$ cat src/rtl/oled_init_sequencer.sv
// OLED (SSD1306-class) init/pixel feeder for an I2C write master.
// Sends a fixed 25-byte command ROM and then streams pixel bytes, one transaction at a time, with retry on NACK or timeout.
module oled_init_sequencer #(
  parameter logic [6:0] SLAVE_ADDR     = 7'h3C,
  parameter int         POWERUP_CYCLES = 100000,
  parameter int         TIMEOUT_CYCLES = 65535,
  parameter int         RETRY_MAX      = 3
) (
  input  logic       CLK,
  input  logic       NRST,
  input  logic       i2c_busy,
  input  logic       i2c_done,
  input  logic       i2c_nack,
  output logic       enable,
  output logic [6:0] slave_addr,
  output logic       read_write,
  output logic [7:0] control_frame,
  output logic [7:0] reg_addr,
  output logic [7:0] master_data,
  input  logic       pix_valid,
  input  logic [7:0] pix_data,
  output logic       pix_ready,
  output logic       init_done,
  output logic       error,
  output logic [4:0] cmd_index
);

  localparam logic [2:0] PWR_WAIT = 3'd0;
  localparam logic [2:0] CMD_LOAD = 3'd1;
  localparam logic [2:0] ISSUE    = 3'd2;
  localparam logic [2:0] WAIT     = 3'd3;
  localparam logic [2:0] FAIL     = 3'd4;
  localparam logic [2:0] NEXT     = 3'd5;
  localparam logic [2:0] READY    = 3'd6;
  localparam logic [2:0] HALT     = 3'd7;

  localparam int PWR_W = (POWERUP_CYCLES < 2) ? 1 : $clog2(POWERUP_CYCLES + 1);
  localparam int TMO_W = (TIMEOUT_CYCLES < 2) ? 1 : $clog2(TIMEOUT_CYCLES + 1);
  localparam int RTY_W = (RETRY_MAX < 1) ? 1 : $clog2(RETRY_MAX + 1);

  localparam logic [PWR_W-1:0] PWR_LAST  = PWR_W'(POWERUP_CYCLES - 1);
  localparam logic [TMO_W-1:0] TMO_LAST  = TMO_W'(TIMEOUT_CYCLES - 1);
  localparam logic [RTY_W-1:0] RTY_LIMIT = RTY_W'(RETRY_MAX);
  localparam logic [4:0]       LAST_CMD  = 5'd24;

  logic [2:0]       state;
  logic [PWR_W-1:0] pwr_cnt;
  logic [TMO_W-1:0] tmo_cnt;
  logic [RTY_W-1:0] retry_cnt;
  logic             tmo_hit;

  function automatic logic [7:0] cmd_rom(input logic [4:0] idx);
    case (idx)
      5'd0:  cmd_rom = 8'hAE;
      5'd1:  cmd_rom = 8'hD5;
      5'd2:  cmd_rom = 8'h80;
      5'd3:  cmd_rom = 8'hA8;
      5'd4:  cmd_rom = 8'h3F;
      5'd5:  cmd_rom = 8'hD3;
      5'd6:  cmd_rom = 8'h00;
      5'd7:  cmd_rom = 8'h40;
      5'd8:  cmd_rom = 8'h8D;
      5'd9:  cmd_rom = 8'h14;
      5'd10: cmd_rom = 8'h20;
      5'd11: cmd_rom = 8'h00;
      5'd12: cmd_rom = 8'hA1;
      5'd13: cmd_rom = 8'hC8;
      5'd14: cmd_rom = 8'hDA;
      5'd15: cmd_rom = 8'h12;
      5'd16: cmd_rom = 8'h81;
      5'd17: cmd_rom = 8'hCF;
      5'd18: cmd_rom = 8'hD9;
      5'd19: cmd_rom = 8'hF1;
      5'd20: cmd_rom = 8'hDB;
      5'd21: cmd_rom = 8'h40;
      5'd22: cmd_rom = 8'hA4;
      5'd23: cmd_rom = 8'hA6;
      default: cmd_rom = 8'hAF;
    endcase
  endfunction

  assign enable     = (state == ISSUE);
  assign pix_ready  = (state == READY);
  assign slave_addr = SLAVE_ADDR;
  assign read_write = 1'b0;
  assign tmo_hit    = (tmo_cnt == TMO_LAST);

  always_ff @(posedge CLK or negedge NRST) begin
    if (!NRST) begin
      state         <= PWR_WAIT;
      pwr_cnt       <= '0;
      tmo_cnt       <= '0;
      retry_cnt     <= '0;
      cmd_index     <= '0;
      reg_addr      <= '0;
      master_data   <= '0;
      control_frame <= '0;
      init_done     <= 1'b0;
      error         <= 1'b0;
    end else begin
      // The timeout window spans ISSUE and WAIT; it saturates so a late busy still fails promptly.
      if ((state == ISSUE || state == WAIT) && !tmo_hit) tmo_cnt <= tmo_cnt + 1'b1;
      case (state)
        PWR_WAIT: begin
          if (pwr_cnt == PWR_LAST) state <= CMD_LOAD;
          else pwr_cnt <= pwr_cnt + 1'b1;
        end
        CMD_LOAD: begin
          reg_addr      <= cmd_rom(cmd_index);
          control_frame <= 8'h00;
          retry_cnt     <= '0;
          tmo_cnt       <= '0;
          state         <= ISSUE;
        end
        ISSUE: begin
          if (i2c_busy) state <= WAIT;
          else if (tmo_hit) state <= FAIL;
        end
        WAIT: begin
          if (i2c_done) state <= i2c_nack ? FAIL : NEXT;
          else if (tmo_hit) state <= FAIL;
        end
        FAIL: begin
          if (retry_cnt < RTY_LIMIT) begin
            retry_cnt <= retry_cnt + 1'b1;
            tmo_cnt   <= '0;
            state     <= ISSUE;
          end else begin
            error <= 1'b1;
            state <= HALT;
          end
        end
        NEXT: begin
          if (init_done) state <= READY;
          else if (cmd_index == LAST_CMD) begin
            init_done <= 1'b1;
            state     <= READY;
          end else begin
            cmd_index <= cmd_index + 1'b1;
            state     <= CMD_LOAD;
          end
        end
        READY: begin
          if (pix_valid) begin
            master_data   <= pix_data;
            control_frame <= 8'h40;
            retry_cnt     <= '0;
            tmo_cnt       <= '0;
            state         <= ISSUE;
          end
        end
        HALT:    state <= HALT;
        default: state <= HALT;
      endcase
    end
  end

endmodule

$ cat config.mk
export PLATFORM = sky130hd
export DESIGN_NAME = oled_init_sequencer
export DESIGN_NICKNAME = d
export VERILOG_FILES = /design/src/rtl/oled_init_sequencer.sv
export SDC_FILE = /design/constraint.sdc
export NUM_CORES = 1
export LEC_CHECK = 0
export CORE_MARGIN = 3
export CORE_UTILIZATION = 45
export CTS_BUF_LIST = sky130_fd_sc_hd__clkbuf_8
export DETAILED_ROUTE_END_ITERATION = 16
export PLACE_DENSITY = 0.69
export SLEW_MARGIN = 0
export SYNTH_ARGS = -nofsm -noshare
export SYNTH_HDL_FRONTEND = slang
export SYNTH_SLANG_ARGS = --single-unit
$ cat constraint.sdc
create_clock -name CLK -period 2 [get_ports CLK]
set_input_delay 0.3 -clock CLK [delete_from_list [all_inputs] [get_ports CLK]]
set_output_delay 0.3 -clock CLK [all_outputs]
set_load 0.01 [all_outputs]
# --- Yosys cells after proc, flatten, opt, wreduce, memory -nomap -nowiden ---
# Memory sizes are Yosys's and may differ from the RTL's. A register that Yosys moved wholly into a read port is not among the register bits.
# Cells that the tools add are included.
totals:
  regBits: 61
  elab_cells: 67
  out_inout_bits: 41
  romBits: 256
  mem_count: 1
classes:
  n_eq_ne: 13
  mux: 21
  n_bitwise: 4
  add_sub_neg: 4
  n_lt_le_gt_ge: 1
  n_reduce_logical: 14
memory_table:
  columns: ["memory", "depth", "width", "read_ports", "rd_clocked_by_memory_dff", "write_ports", "line_no", "rtl"]
  rows:
  - ["(no name shown)", 32, 8, 1, 1, 0, "53", "case (idx)"]
op_table:
  columns: ["cell", "n"]
  rows:
  - ["2-to-1 mux 16 bit", 3]
  - ["case mux 16 bit (3 select lines)", 1]
  - ["2-to-1 mux 3 bit", 8]
  - ["case mux 3 bit (8 select lines)", 1]
  - ["adder 17 x 1 -> 17 bit, second input constant", 1]
  - ["== test 17 bit, second input constant", 1]
  - ["adder 16 x 1 -> 16 bit, second input constant", 1]
  - ["== test 16 bit, second input constant", 1]
  - ["case mux 8 bit (2 select lines)", 1]
  - ["== test 3 bit, second input constant", 4]
  - ["AND reduction 2 bit", 5]
  - ["2-to-1 mux 8 bit", 1]
  - ["== test 3 x 2 -> 1 bit, second input constant", 2]
  - ["inequality test 2 bit, second input constant", 3]
  - ["case mux 2 bit (3 select lines)", 1]
  - ["AND reduction 3 bit", 2]
  - ["adder 5 x 1 -> 5 bit, second input constant", 1]
  - ["== test 5 bit, second input constant", 1]
  - ["2-to-1 mux 2 bit", 2]
  - ["inverter 1 bit", 4]
  - ["== test 3 x 1 -> 1 bit, second input constant", 1]
  - ["logical NOT 3 bit", 1]
  - ["2-to-1 mux 1 bit", 3]
  - ["nonzero test 3 bit", 1]
  - ["other kinds (6)", 7]

# --- Depth between registers and ports, before layout ---
# Gate-level depths: netlist of run 1.
depth:
  word_depth: 6
  depth_mapped: 7

# --- Least setup slack after synthesis of run 1 ---
# No wires, ideal clock.
synth_path:
  kind: "reg2reg"
  start: "reg cmd_index[1]"
  end: "reg cmd_index[4]"
  arrival_ns: 1.763
  required_time_ns: 1.868
  path_stages_with_launch: 7
  slack_ns: 0.105
  path_cell_list: "dfrtp_1 -> inv_1 -> ha_1 -> and4b_1 -> and4bb_2 -> nand4_1 -> xnor2_1"
synth_via:
  elab_chain_len: 3
synth_lines:
  columns: ["item", "line_no", "rtl"]
  rows:
  - ["start, declared", "25", "output logic [4:0] cmd_index"]
  - ["start signal, assigned", "139", "cmd_index <= cmd_index + 1'b1;"]
  - ["branches (longest 3 deep; another with adder 5 x 1 -> 5 bit)", null, null]
# Parallel ways; which one is timed is not known.
# A chain may end at the register's enable or synchronous reset.

# --- Worst setup path in the final report of run 1 ---
layout_path:
  start: "reg tmo_cnt[1]"
  end: "reg tmo_cnt[15]"
layout_via:
  elab_chain_len: 6
layout_lines:
  columns: ["item", "line_no", "rtl"]
  rows:
  - ["start, declared", "48", "logic [TMO_W-1:0] tmo_cnt;"]
  - ["start signal, assigned", "102", "if ((state == ISSUE || state == WAIT) && !tmo_hit) tmo_cnt <= tmo_cnt + 1'b1;"]
  - ["branches (longest 3 deep; another with adder 16 x 1 -> 16 bit)", null, null]
  - ["2-to-1 mux 16 bit *", "102", null]
  - ["2-to-1 mux 16 bit (on tied branches)", "144, 124", null]
  - ["case mux 16 bit (3 select lines) *", "103", "case (state)"]
# Mark *: on every way between the ends.

==> results of run 1 <==
-- per-layer routing --
metal | global-route usage [%] | vias to the layer above | routed length (um)
met1 | 24.8 | 1381 | 3520
met5 | 0 | - | 0
li1 | - | 1422 | -
met3 | 5.02 | 8 | 429
met4 | 6.49 | 0 | 103
met2 | 28.0 | 72 | 3550
-- kinds of logic (layout without fill, tap and decap cells) --
group / count (synthesis) / count (layout) / share of synthesized area, %
AOI/OAI and AO/OA: 84 / 84 / 15.6
xor gates and xnor gates: 18 / 18 / 4.45
adders and majority gates: 11 / 11 / 3.88
buffers and inverters: 41 / 93 / 6.60
DFF: 62 / 62 / 43.8
muxes: 14 / 14 / 4.34
other: 2 / 15 / 0.212
and+or+nand+nor: 127 / 127 / 21.1
-- worst max-delay path, cell delays in order (launching register included) --
cell	delay [ns]
dfrtp_1	0.44
ha_1	0.22
nand4_1	0.10
buf_4	0.17
nor3_4	0.07
buf_4	0.17
or4_1	0.51
a21oi_1	0.15
-- where the power goes --
part	switching (mW)	internal, mW
logic	1.08	1.17
clock network	0.480	0.722
registers	0.275	1.58
total	1.84	3.47
-- what timing repair did --
item / CTS / global route
gates resized for setup: 4 / 3
gates cloned: 0 / 0
pin swaps: 1 / 0
endpoints found under the setup margin: 3 / 5
hold endpoints to repair: 62 / 0
buffers inserted: 4 / 6
hold buffers: 1 / 0
-- registers in the layout, summed over array words and instances (netlist names), 2 cells and up --
| signal | flops |
|---|---|
| master_data | 8 |
| state | 3 |
| reg_addr | 8 |
| pwr_cnt | 17 |
| retry_cnt | 2 |
| tmo_cnt | 16 |
| cmd_index | 5 |
-- worst paths after layout --
path	start	end	slack, ns	depth (start not counted)
setup / recovery	tmo_cnt[1]	tmo_cnt[15]	0.09	7
hold / removal	pwr_cnt[16]	pwr_cnt[16]	0.46	1
setup reg to reg	tmo_cnt[1]	tmo_cnt[15]	0.09	7
hold reg to reg	pwr_cnt[16]	pwr_cnt[16]	0.46	1
max in group asynchronous	NRST	state[0]	1.21	3
min in group asynchronous	NRST	reg_addr[7]	0.50	3
-- layout make-up --
type                            count  area (um2)  area share [%]
Clock buffer                       10         138            3.14
Clock inverter                      6        77.6            1.77
Inverter                            6        22.5           0.514
Multi-Input combinational cell    269        1810            41.4
Sequential cell                    62        1560            35.5
Tap cell                           99         124            2.83
Timing Repair Buffer               71         652            14.9
-- through the flow --
| step | instances | power [mW] | instance area, um2 | setup slack [ns] | hold slack, ns |
|---|---|---|---|---|---|
| after floorplan | 372 | 3.15 | 3590 | 0.105 | 0.00441 |
| after global placement | 496 | 4.01 | 4060 | 0.145 | 0.332 |
| after detailed placement | 496 | 4.06 | 4060 | 0.0166 | 0.333 |
| after CTS | 517 | 5.29 | 4330 | -0.00288 | 0.468 |
| after global routing | 523 | 5.71 | 4380 | -0.0108 | 0.492 |
| final | 523 | 5.31 | 4380 | 0.0878 | 0.463 |
-- cell usage in the layout, fill, tap and decap left out, types with 6 or more instances in the layout --
master           Yosys  routed
nand4_1             12      12
o31ai_1             10      10
o211ai_1             8       8
o21ai_0             15      14
inv_1                6       8
nor3_1               6       6
ha_1                11      11
nand2b_1             8       8
dfrtp_1             62      59
nand3_1             14      14
conb_1               2      15
nand2_1             32      32
clkdlybuf4s50_1      0      37
and3_1              10      10
clkbuf_8             1      10
buf_4               15      29
mux2_2              11      11
a21oi_1             23      23
xnor2_1             18      18
==> qor.txt, run 1 <==
clock buffer depth - 2
H-tree levels - 3
clock root cell - clkbuf_8
Clock transition at path regs - 0.07 ns
share of layout cells above drive strength 1 - 17.5%
height of the die - 94.8 um
period utilisation layout - 95.6%
Area contributors post-synth - dfrtp_1 (44%), xnor2_1 (4.4%), ha_1 (3.9%), mux2_2 (3.5%), nand2_1 (3.4%)
DRT Wirelength - 7600 um
Vias - 2883
final core utilization - 58.8%
count leader, synth - dfrtp_1
core area - 0.00745 mm2
Pre-antenna DRT Iters - 4
total gr overflow - 0
fin crit period - 1.91 ns
Yosys reg bits - 62
Yosys cell types - 61
CTS tree - done
Clk Latency, worst-skew pair - 0.34 ns
largest net degree at the start of global routing - 63
Worst setup SP type - register
worst-path maximum fanout - 6
Final setup viols - 0
Layout area overhead - 23.6%
asr flop ratio synth - 100%
syn_area_per_cell - 9.87 um2
endpoint class of the critical path - register
synth cell count leaders - dfrtp_1 (62), nand2_1 (32), a21oi_1 (23)
Data required, critical path - 2.27 ns
total CTS buffers - 9
setup tns final - 0 ns
n_diodes - 0
Synthesis Warnings - 0
Syn Std Cell Area - 0.00354 mm2
WP data arrival - 2.18 ns
Post-synth EDFFs - 0
layout filler cell count - 640
DRT antenna net count - 0
first-pass GRT wire length - 12700 um
Hold Path Class - register to register
Fin. Hold Viols - 0
final RePlAce weighted congestion - 0.860
Max Fclk - 523 MHz
outcome - finished clean
DRT iter0 DRCs - 106
PD cells - 1210 mW/mm2
main flop type after synthesis - dfrtp_1
worst slew margin relative to its limit - 51.9%
crit path kind - register to register
# IOs - 55
synthesized netlist cell count - 359
MaxCap Viol Count - 0
clock sinks - 62
Initial Utilization - 47.6%
Synth top area share - 43.8%
global-route usage over all layers - 18.3%
vias per std cell - 5.51
post-synth top area cell - dfrtp_1
vias in the first global route - 2633
die width - 94.8 um
final HPWL from detailed placement - 5240 um
Slew @ Worst Pin - 0.718 ns
initial antenna violation count - 0
DIE AREA - 0.00898 mm2
Port Buffers - 39
Peak VDD IR - 0.000665 V
Final Skew - 0.00798 ns
row cnt - 31
leak pwr - 1.91 nW
layout net count - 444
wire length per cell - 14.5 um
DRC Markers - 0
register area share after synthesis - 43.8%
Final Max Tran Viols - 0
No activity file was read; power rests on OpenSTA's default activity.
==> run 2: changes to the inputs <==
==> constraint.sdc (replaced) <==
create_clock -name CLK -period 2 [get_ports CLK]
set_input_delay 0.4 -clock CLK [delete_from_list [all_inputs] [get_ports CLK]]
set_output_delay 0.4 -clock CLK [all_outputs]
set_load 0.01 [all_outputs]
==> qor.txt, run 2 (synthesized netlist as in run 1, its figures left out) <==
outcome - finished clean (unchanged)
die width - 94.8 um (unchanged)
fin crit period - 1.92 ns (was 1.91 ns)
period utilisation layout - 96.0% (was 95.6%)
CTS tree - done (unchanged)
sequential share of power - 37.1% (was 34.9%)
clock sinks - 62 (unchanged)
Peak VDD IR - 0.000662 V (was 0.000665 V)
Biggest register - pwr_cnt (unchanged)
Max Fclk - 521 MHz (was 523 MHz)
total gr overflow - 0 (unchanged)
PD cells - 1170 mW/mm2 (was 1210 mW/mm2)
WP data arrival - 1.52 ns (was 2.18 ns)
Final Skew - 0.00667 ns (was 0.00798 ns)
Data required, critical path - 1.60 ns (was 2.27 ns)
DP Cell Count - 498 (was 496)
first-pass GRT wire length - 13200 um (was 12700 um)
height of the die - 94.8 um (unchanged)
DRC Markers - 0 (unchanged)
total CTS buffers - 9 (unchanged)
Clock power frac - 18.6% (was 22.6%)
Hold Path Class - input port to asynchronous set/reset pin (was register to register)
largest net degree at the start of global routing - 63 (unchanged)
Final Max Tran Viols - 0 (unchanged)
crit path kind - register to output port (was register to register)
n_diodes - 0 (unchanged)
vias per std cell - 5.54 (was 5.51)
global-route usage over all layers - 18.8% (was 18.3%)
final RePlAce weighted congestion - 0.799 (was 0.860)
internal power - 3.17 mW (was 3.47 mW)
Reg area - 0.00156 mm2 (unchanged)
DP Worst Slack - 0.0988 ns (was 0.0166 ns)
final HPWL from detailed placement - 5460 um (was 5240 um)
NetSw - 1.82 mW (was 1.84 mW)
core area - 0.00745 mm2 (unchanged)
Pre-antenna DRT Iters - 5 (was 4)
vias in the first global route - 2766 (was 2633)
H-tree levels - 3 (unchanged)
most frequent cells in the layout - dfrtp_1 (59), clkdlybuf4s50_1 (36), nand2_1 (32) (was dfrtp_1 (59), clkdlybuf4s50_1 (37), nand2_1 (32))
# IOs - 55 (unchanged)
final setup margin - 0.0801 ns (was 0.0878 ns)
clock root cell - clkbuf_8 (unchanged)
Finished Layout Cells - 517 (was 523)
multi-input logic area - 0.00181 mm2 (unchanged)
Sw Share - 36.4% (was 34.6%)
Layout area overhead - 20.5% (was 23.6%)
layout net count - 438 (was 444)
DRT antenna net count - 0 (unchanged)
initial antenna violation count - 0 (unchanged)
share of layout cells above drive strength 1 - 16.5% (was 17.5%)
Initial Utilization - 47.6% (unchanged)
Fin. Hold Viols - 0 (unchanged)
clock buffer depth - 2 (unchanged)
DRT iter0 DRCs - 159 (was 106)
Vias - 2863 (was 2883)
Comb power frac - 44.2% (was 42.5%)
largest registers - pwr_cnt (17), tmo_cnt (16) (unchanged)
wire length per cell - 15.0 um (was 14.5 um)
DIE AREA - 0.00898 mm2 (unchanged)
leak pwr - 1.86 nW (was 1.91 nW)
MaxCap Viol Count - 0 (unchanged)
Clk Latency, worst-skew pair - 0.34 ns (about the same)
Final setup viols - 0 (unchanged)
Clock transition at path regs - 0.07 ns (about the same)
layout filler cell count - 649 (was 640)
Worst setup SP type - register (unchanged)
commonest non-fill, non-tap cell in the layout - dfrtp_1 (unchanged)
Port Buffers - 39 (unchanged)
DRT Wirelength - 7740 um (was 7600 um)
endpoint class of the critical path - output port (was register)
row cnt - 31 (unchanged)
Largest register FFs - 17 (unchanged)
worst-path maximum fanout - 7 (was 6)
post-cts hold buffer count - 0 (was 1)
-- run 2: power by group through the flow --
stage,clock network (mW),registers (mW),logic (mW)
2_1_floorplan,0,1.92,1.24
3_3_place_gp,0,1.85,2.15
3_5_place_dp,0,1.86,2.19
4_1_cts,0.965,1.85,2.21
5_1_grt,1.03,1.90,2.46
6_report,0.930,1.85,2.20
-- run 2: cell type report --
cell class | instances | area share (%)
Multi-Input combinational cell | 269 | 42.4
Sequential cell | 62 | 36.4
Timing Repair Buffer | 65 | 13.8
Clock buffer | 10 | 3.22
Tap cell | 99 | 2.90
Clock inverter | 6 | 0.703
Inverter | 6 | 0.527
-- run 2: what timing repair did --
action                     CTS  global route
setup endpoints to repair    2             5
pin swaps                    0             1
resized for setup            6             1
buffers inserted             1             2
-- run 2: final timing paths --
| kind | from | to | slack [ns] | cells after the start |
|---|---|---|---|---|
| max | cmd_index[2] | cmd_index[2] | 0.08 | 2 |
| min | NRST | reg_addr[7] | 0.05 | 2 |
| max reg2reg | tmo_cnt[1] | tmo_cnt[15] | 0.10 | 6 |
| min reg2reg | error | error | 0.46 | 1 |
| max in group asynchronous | NRST | cmd_index[3] | 1.65 | 2 |
| min in group CLK | error | error | 0.46 | 1 |
-- run 2: routing by layer --
metal | global-route usage (%) | share of wire, %
met1 | 24.5 | 46
met3 | 5.50 | 5.3
met5 | 0 | 0
met4 | 6.49 | 1.2
met2 | 30.0 | 48
-- run 2: per-stage QoR --
| step | area [um2] | util (%) | hold slack, ns | power, mW | TNS, ns |
|---|---|---|---|---|---|
| 3_3_place_gp | 4080 | 54.7 | 0.437 | 4.00 | 0 |
| 4_1_cts | 4260 | 57.2 | 0.0666 | 5.03 | 0 |
| 2_1_floorplan | 3590 | - | 0.104 | 3.15 | 0 |
| 5_1_grt | 4270 | 57.4 | 0.0599 | 5.39 | -0.00164 |
| 3_5_place_dp | 4080 | 54.7 | 0.435 | 4.06 | 0 |
| 6_report | 4270 | 57.4 | 0.0534 | 4.99 | 0 |
-- run 2: worst max-delay path, cell delays in order (launching register included) --
cell             delay [ns]
dfrtp_1                0.47
buf_4                  0.18
clkdlybuf4s50_1        0.53
